$ cat config.mk
export PLATFORM = sky130hd
export DESIGN_NAME = uart_resp_serializer
export DESIGN_NICKNAME = d
export VERILOG_FILES = /design/src/rtl/uart_resp_serializer.sv
export SDC_FILE = /design/constraint.sdc
export NUM_CORES = 1
export LEC_CHECK = 0
export CAP_MARGIN = 10
export CORE_MARGIN = 3
export CORE_UTILIZATION = 30
export CTS_CLUSTER_SIZE = 24
export DETAILED_ROUTE_END_ITERATION = 16
export PLACE_DENSITY = 0.43
export SETUP_SLACK_MARGIN = 0.4
export SLEW_MARGIN = 20
export SYNTH_ARGS = -nofsm -noshare
export SYNTH_HDL_FRONTEND = slang
export SYNTH_SLANG_ARGS = --single-unit
export TNS_END_PERCENT = 20
$ cat constraint.sdc
create_clock -name clk -period 3.3 [get_ports clk]
set_input_delay 0.495 -clock clk [delete_from_list [all_inputs] [get_ports clk]]
set_output_delay 0.495 -clock clk [all_outputs]
set_load 0.02 [all_outputs]
$ cat src/rtl/uart_resp_serializer.sv
// Word FIFO feeding a byte serializer that streams 32-bit responses MSB first to a UART.
// Define RESP_CHECKSUM_EN to append an XOR checksum byte after each word.
module uart_resp_serializer #(
    parameter int DEPTH = 4
) (
    input  logic                       clk,
    input  logic                       rst,
    input  logic                       flush,
    input  logic [31:0]                s_word_tdata,
    input  logic                       s_word_tvalid,
    output logic                       s_word_tready,
    output logic [7:0]                 m_axis_tdata,
    output logic                       m_axis_tvalid,
    input  logic                       m_axis_tready,
    output logic [$clog2(DEPTH):0]     level,
    output logic                       busy
);
    // Handshake: a transfer happens on a rising edge where valid && ready; the
    // source holds data and valid steady until that edge.
    localparam int AW = (DEPTH > 1) ? $clog2(DEPTH) : 1;
    localparam int LW = $clog2(DEPTH) + 1;
    localparam logic [LW-1:0] FULL_LEVEL = LW'(DEPTH);

    localparam logic [0:0] IDLE = 1'b0;
    localparam logic [0:0] SEND = 1'b1;

`ifdef RESP_CHECKSUM_EN
    localparam logic [2:0] LAST_IDX = 3'd4;
`else
    localparam logic [2:0] LAST_IDX = 3'd3;
`endif

    logic [31:0]   mem [DEPTH];
    logic [AW-1:0] wr_ptr;
    logic [AW-1:0] rd_ptr;
    logic [LW-1:0] level_q;
    logic [0:0]    state;
    logic [2:0]    idx;
    logic [31:0]   word_q;
    logic [7:0]    tdata_q;
    logic          tvalid_q;

    logic          push;
    logic          pop;
    logic          hs;
    logic          word_done;
    logic [31:0]   head;

    function automatic logic [7:0] byte_sel(input logic [31:0] w, input logic [2:0] i);
        logic [7:0] b;
        b = 8'h00;
        case (i)
            3'd0: b = w[31:24];
            3'd1: b = w[23:16];
            3'd2: b = w[15:8];
            3'd3: b = w[7:0];
`ifdef RESP_CHECKSUM_EN
            3'd4: b = w[31:24] ^ w[23:16] ^ w[15:8] ^ w[7:0];
`endif
            default: b = 8'h00;
        endcase
        return b;
    endfunction

    assign s_word_tready = (level_q != FULL_LEVEL);
    assign push          = s_word_tvalid && s_word_tready && !flush;
    assign hs            = tvalid_q && m_axis_tready;
    assign word_done     = (state == SEND) && hs && (idx == LAST_IDX);
    assign pop           = !flush && (level_q != '0) && ((state == IDLE) || word_done);
    assign head          = mem[rd_ptr];

    always_ff @(posedge clk) begin
        if (push && !rst) begin
            mem[wr_ptr] <= s_word_tdata;
        end
    end

    always_ff @(posedge clk) begin
        if (rst) begin
            state    <= IDLE;
            level_q  <= '0;
            wr_ptr   <= '0;
            rd_ptr   <= '0;
            idx      <= 3'd0;
            word_q   <= 32'h0;
            tvalid_q <= 1'b0;
            tdata_q  <= 8'h00;
        end else if (flush) begin
            // The byte currently on the output is dropped along with the queue.
            state    <= IDLE;
            level_q  <= '0;
            wr_ptr   <= '0;
            rd_ptr   <= '0;
            idx      <= 3'd0;
            tvalid_q <= 1'b0;
        end else begin
            if (push) begin
                wr_ptr <= wr_ptr + 1'b1;
            end
            if (pop) begin
                rd_ptr   <= rd_ptr + 1'b1;
                word_q   <= head;
                idx      <= 3'd0;
                state    <= SEND;
                tvalid_q <= 1'b1;
                tdata_q  <= head[31:24];
            end else if (word_done) begin
                state    <= IDLE;
                idx      <= 3'd0;
                tvalid_q <= 1'b0;
            end else if ((state == SEND) && hs) begin
                idx     <= idx + 3'd1;
                tdata_q <= byte_sel(word_q, idx + 3'd1);
            end
            case ({push, pop})
                2'b10:   level_q <= level_q + 1'b1;
                2'b01:   level_q <= level_q - 1'b1;
                default: level_q <= level_q;
            endcase
        end
    end

    assign m_axis_tdata  = tdata_q;
    assign m_axis_tvalid = tvalid_q;
    assign level         = level_q;
    assign busy          = (level_q != '0) || (state == SEND);

endmodule
==> key figures <==
Critical path
  – Worst Path Arrival: 2.15 ns
  – Worst setup EP type: primary output
  – CP max stage delay: 0.57 ns
  – Bufs and invs on worst path: 2
  – CP cell instances: nor3_4 > buf_4 > nand2b_1 > clkdlybuf4s50_1
  – CP Max Fanout: 37
  – Critical path startpoint category: flip-flop
  – Family with the most delay on the worst path: buffers and inverters
  – Slowest stage cell on the critical path: clkdlybuf4s50_1
  – Worst setup path class: flip-flop to primary output
  – Worst path required time: 2.80 ns
  – Reg2reg setup slack: around 0.77 ns

CTS
  – Cts repair resizes: 0
  – CTS tree: yes
  – Post-CTS setup buffers: 0
  – Clk sinks: approximately 180
  – Cts bufs inserted: 17
  – CTS Hold Bufs: 0
  – Clk pin slew, worst setup/hold paths: about 0.070 ns
  – Clock root buffer: clkbuf_16
  – Worst skew pair latency: 0.42 ns
  – Number of H-tree levels: 4
  – Clock Path Buffers: 2

Final layout
  – Final #Nets: 569
  – Non-Filler Instances: between 800 and 900
  – Antenna cells: 0
  – Share of cells above drive strength 1: ~17%
  – Area grow syn2layout: 19.1%
  – Fillers: roughly 2300

Routing
  – Drt initial violations: 288
  – DR pass1 iterations: 5
  – Vias/cell: roughly 5.0
  – Avg WL per Cell: a little under 20 um
  – Routed WL: approximately 17 mm
  – Via count: roughly 4300
  – Routed Antenna Nets: 0
  – Drc violations: 0

Timing
  – RSZ-0062 raised after global routing: no
  – Post-route setup slack: approximately 0.65 ns
  – Fin. Hold Viols: 0
  – Final worst path period share: approximately four fifths
  – Fin. max-slew vios: 0
  – Worst-Margin Slew: approximately 0.69 ns
  – # setup viols final: 0
  – Relative slew slack: between 50% and 60%
  – Fmax: between 0.3 and 0.4 GHz
  – Fin Setup TNS: 0 ns
  – Final critical path time including I/O delays and setup: 2.65 ns
  – Skew final: roughly 0.009 ns

Synthesis
  – Syn nets: 527
  – FFs w/ async S/R, synth: 0%
  – Post-synth top cells: 128 x edfxtp_1, 53 x dfxtp_1, 41 x nand4_1
  – Synthesized cell area: approximately 7400 um2
  – Main synth FF type: edfxtp_1
  – Mean Syn Cell Area: around 15 um2
  – Yosys cell types: 37
  – Sequential-to-total area share from yosys stat: between 60% and 70%
  – Synth warn: 0
  – Top-count cell post-synth: edfxtp_1
  – EDFF count, synth: 128
  – Post-Synthesis Cells: approximately 480
  – Largest area contributor in the netlist: edfxtp_1
  – Area share of the largest cell type after synthesis: a little over half
  – FF+latch count, synth: about 180
  – Top cells by area, synth: edfxtp_1 52%, dfxtp_1 14%, mux4_2 9.8%

Power and ir drop
  – Worst IR Drop VDD: 253 uV
  – Leakage: 2.72 nW
  – Power Density: between 500 and 600 nW/um2

Placed design
  – GPL Wtd Cong: between 0.7 and 0.8
  – Cells after DPL: slightly above 800
  – Final HPWL DP: a little over 10 mm
  – PortBufs: 50
  – Setup Slack @ Placement: roughly 0.56 ns

Min path
  – HP Class: flip-flop to flip-flop

Global routing
  – Largest net degree at the start of global routing: 43
  – Total global-route track usage: between 10% and 20%
  – Grt total ovfl: 0
  – Global-route wire length before repair: about 26 mm
  – Vias in the first global route: ~4300
  – Antenna violations before repair: 0

Die
  – Core area: 23800 um2
  – Die height: around 160 um
  – Die W: 163 um
  – Cell Rows: between 50 and 60
  – Ports: 51
  – DIE AREA: around 27000 um2
  – Initial Utilization: slightly above 30%

Flow run
  – MaxCap Viol Count: 0

Outcome
  – Outcome: finished, final reports clean
## final timing paths
check,startpoint,end,cells after the start
worst max-delay path,level[0],busy,4
worst min-delay path,word_q[30],word_q[30],2
worst max register to register,idx[0],level[2],10
worst min register to register,word_q[30],word_q[30],2
## state kept, by name, summed over array words and instances, names as in the netlist, named ones only
register,cells
level,3
word_q,32
wr_ptr,2
m_axis_tvalid,1
rd_ptr,2
m_axis_tdata,8
idx,3
mem,128
## report_power, final
group	switching (W)	internal (W)	leakage (nW)
Clock	0.000902	0.00107	0.276
Sequential	0.0000150	0.00246	1.59
Combinational	0.000140	0.0000982	0.856
Total	0.00106	0.00362	2.72
## cells in the final DEF, fill, tap and decap left out, types with 11 or more instances in the layout
master | netlist | layout
ha_1 | 11 | 11
dfxtp_1 | 53 | 52
o31ai_1 | 33 | 33
buf_4 | 0 | 13
nand4_1 | 41 | 41
a22o_1 | 16 | 16
clkdlybuf4s50_1 | 0 | 50
a21oi_1 | 40 | 40
edfxtp_1 | 128 | 128
clkbuf_16 | 0 | 17
inv_1 | 19 | 19
mux4_2 | 32 | 32
## cell type report
class / count / area [um2] / area share [%]
clock inverter: 14 / 140 / 1.59
tap: 319 / 399 / 4.54
multi-input combinational: 233 / 2160 / 24.6
timing repair buffer: 67 / 678 / 7.71
inverter: 20 / 75.1 / 0.854
sequential: 181 / 4910 / 55.8
clock buffer: 18 / 429 / 4.88
## cells by family (layout without fill, tap and decap cells)
kind of cell    after synthesis  count (layout)  share of synthesized area [%]
buf+inv                      64             119                           4.31
compound gates              111             111                           10.6
flops                       181             181                           66.5
mux                          35              35                           10.2
simple gates                 73              73                           6.05
fa+ha+maj                    12              12                           2.14
xor+xnor                      2               2                          0.237
## tightest hold or removal path, delay by kind of cell (launching register included)
kind,cells,cell delay [ns]
flops,1,0.31
compound gates,2,0.12
## routing by layer
layer	up-vias	share of wire, %	track usage [%]
li1	2010	-	-
met1	2181	48	18.5
met2	92	47	20.4
met3	10	4.6	3.10
met4	0	0.93	3.46
met5	-	0	0
## stage by stage
stage / utilization [%] / cell area, um2 / hold slack [ns] / total power, W
final: 36.9 / 8790 / 0.472 / 0.00468
after global routing: 36.9 / 8790 / 0.494 / 0.00485
after CTS: 36.9 / 8790 / 0.471 / 0.00474
after detailed placement: 34.5 / 8220 / 0.462 / 0.00277
after global placement: 34.5 / 8220 / 0.455 / 0.00276
after floorplan: - / 7380 / 0.448 / 0.00265
(Power assumes the default switching activity.)
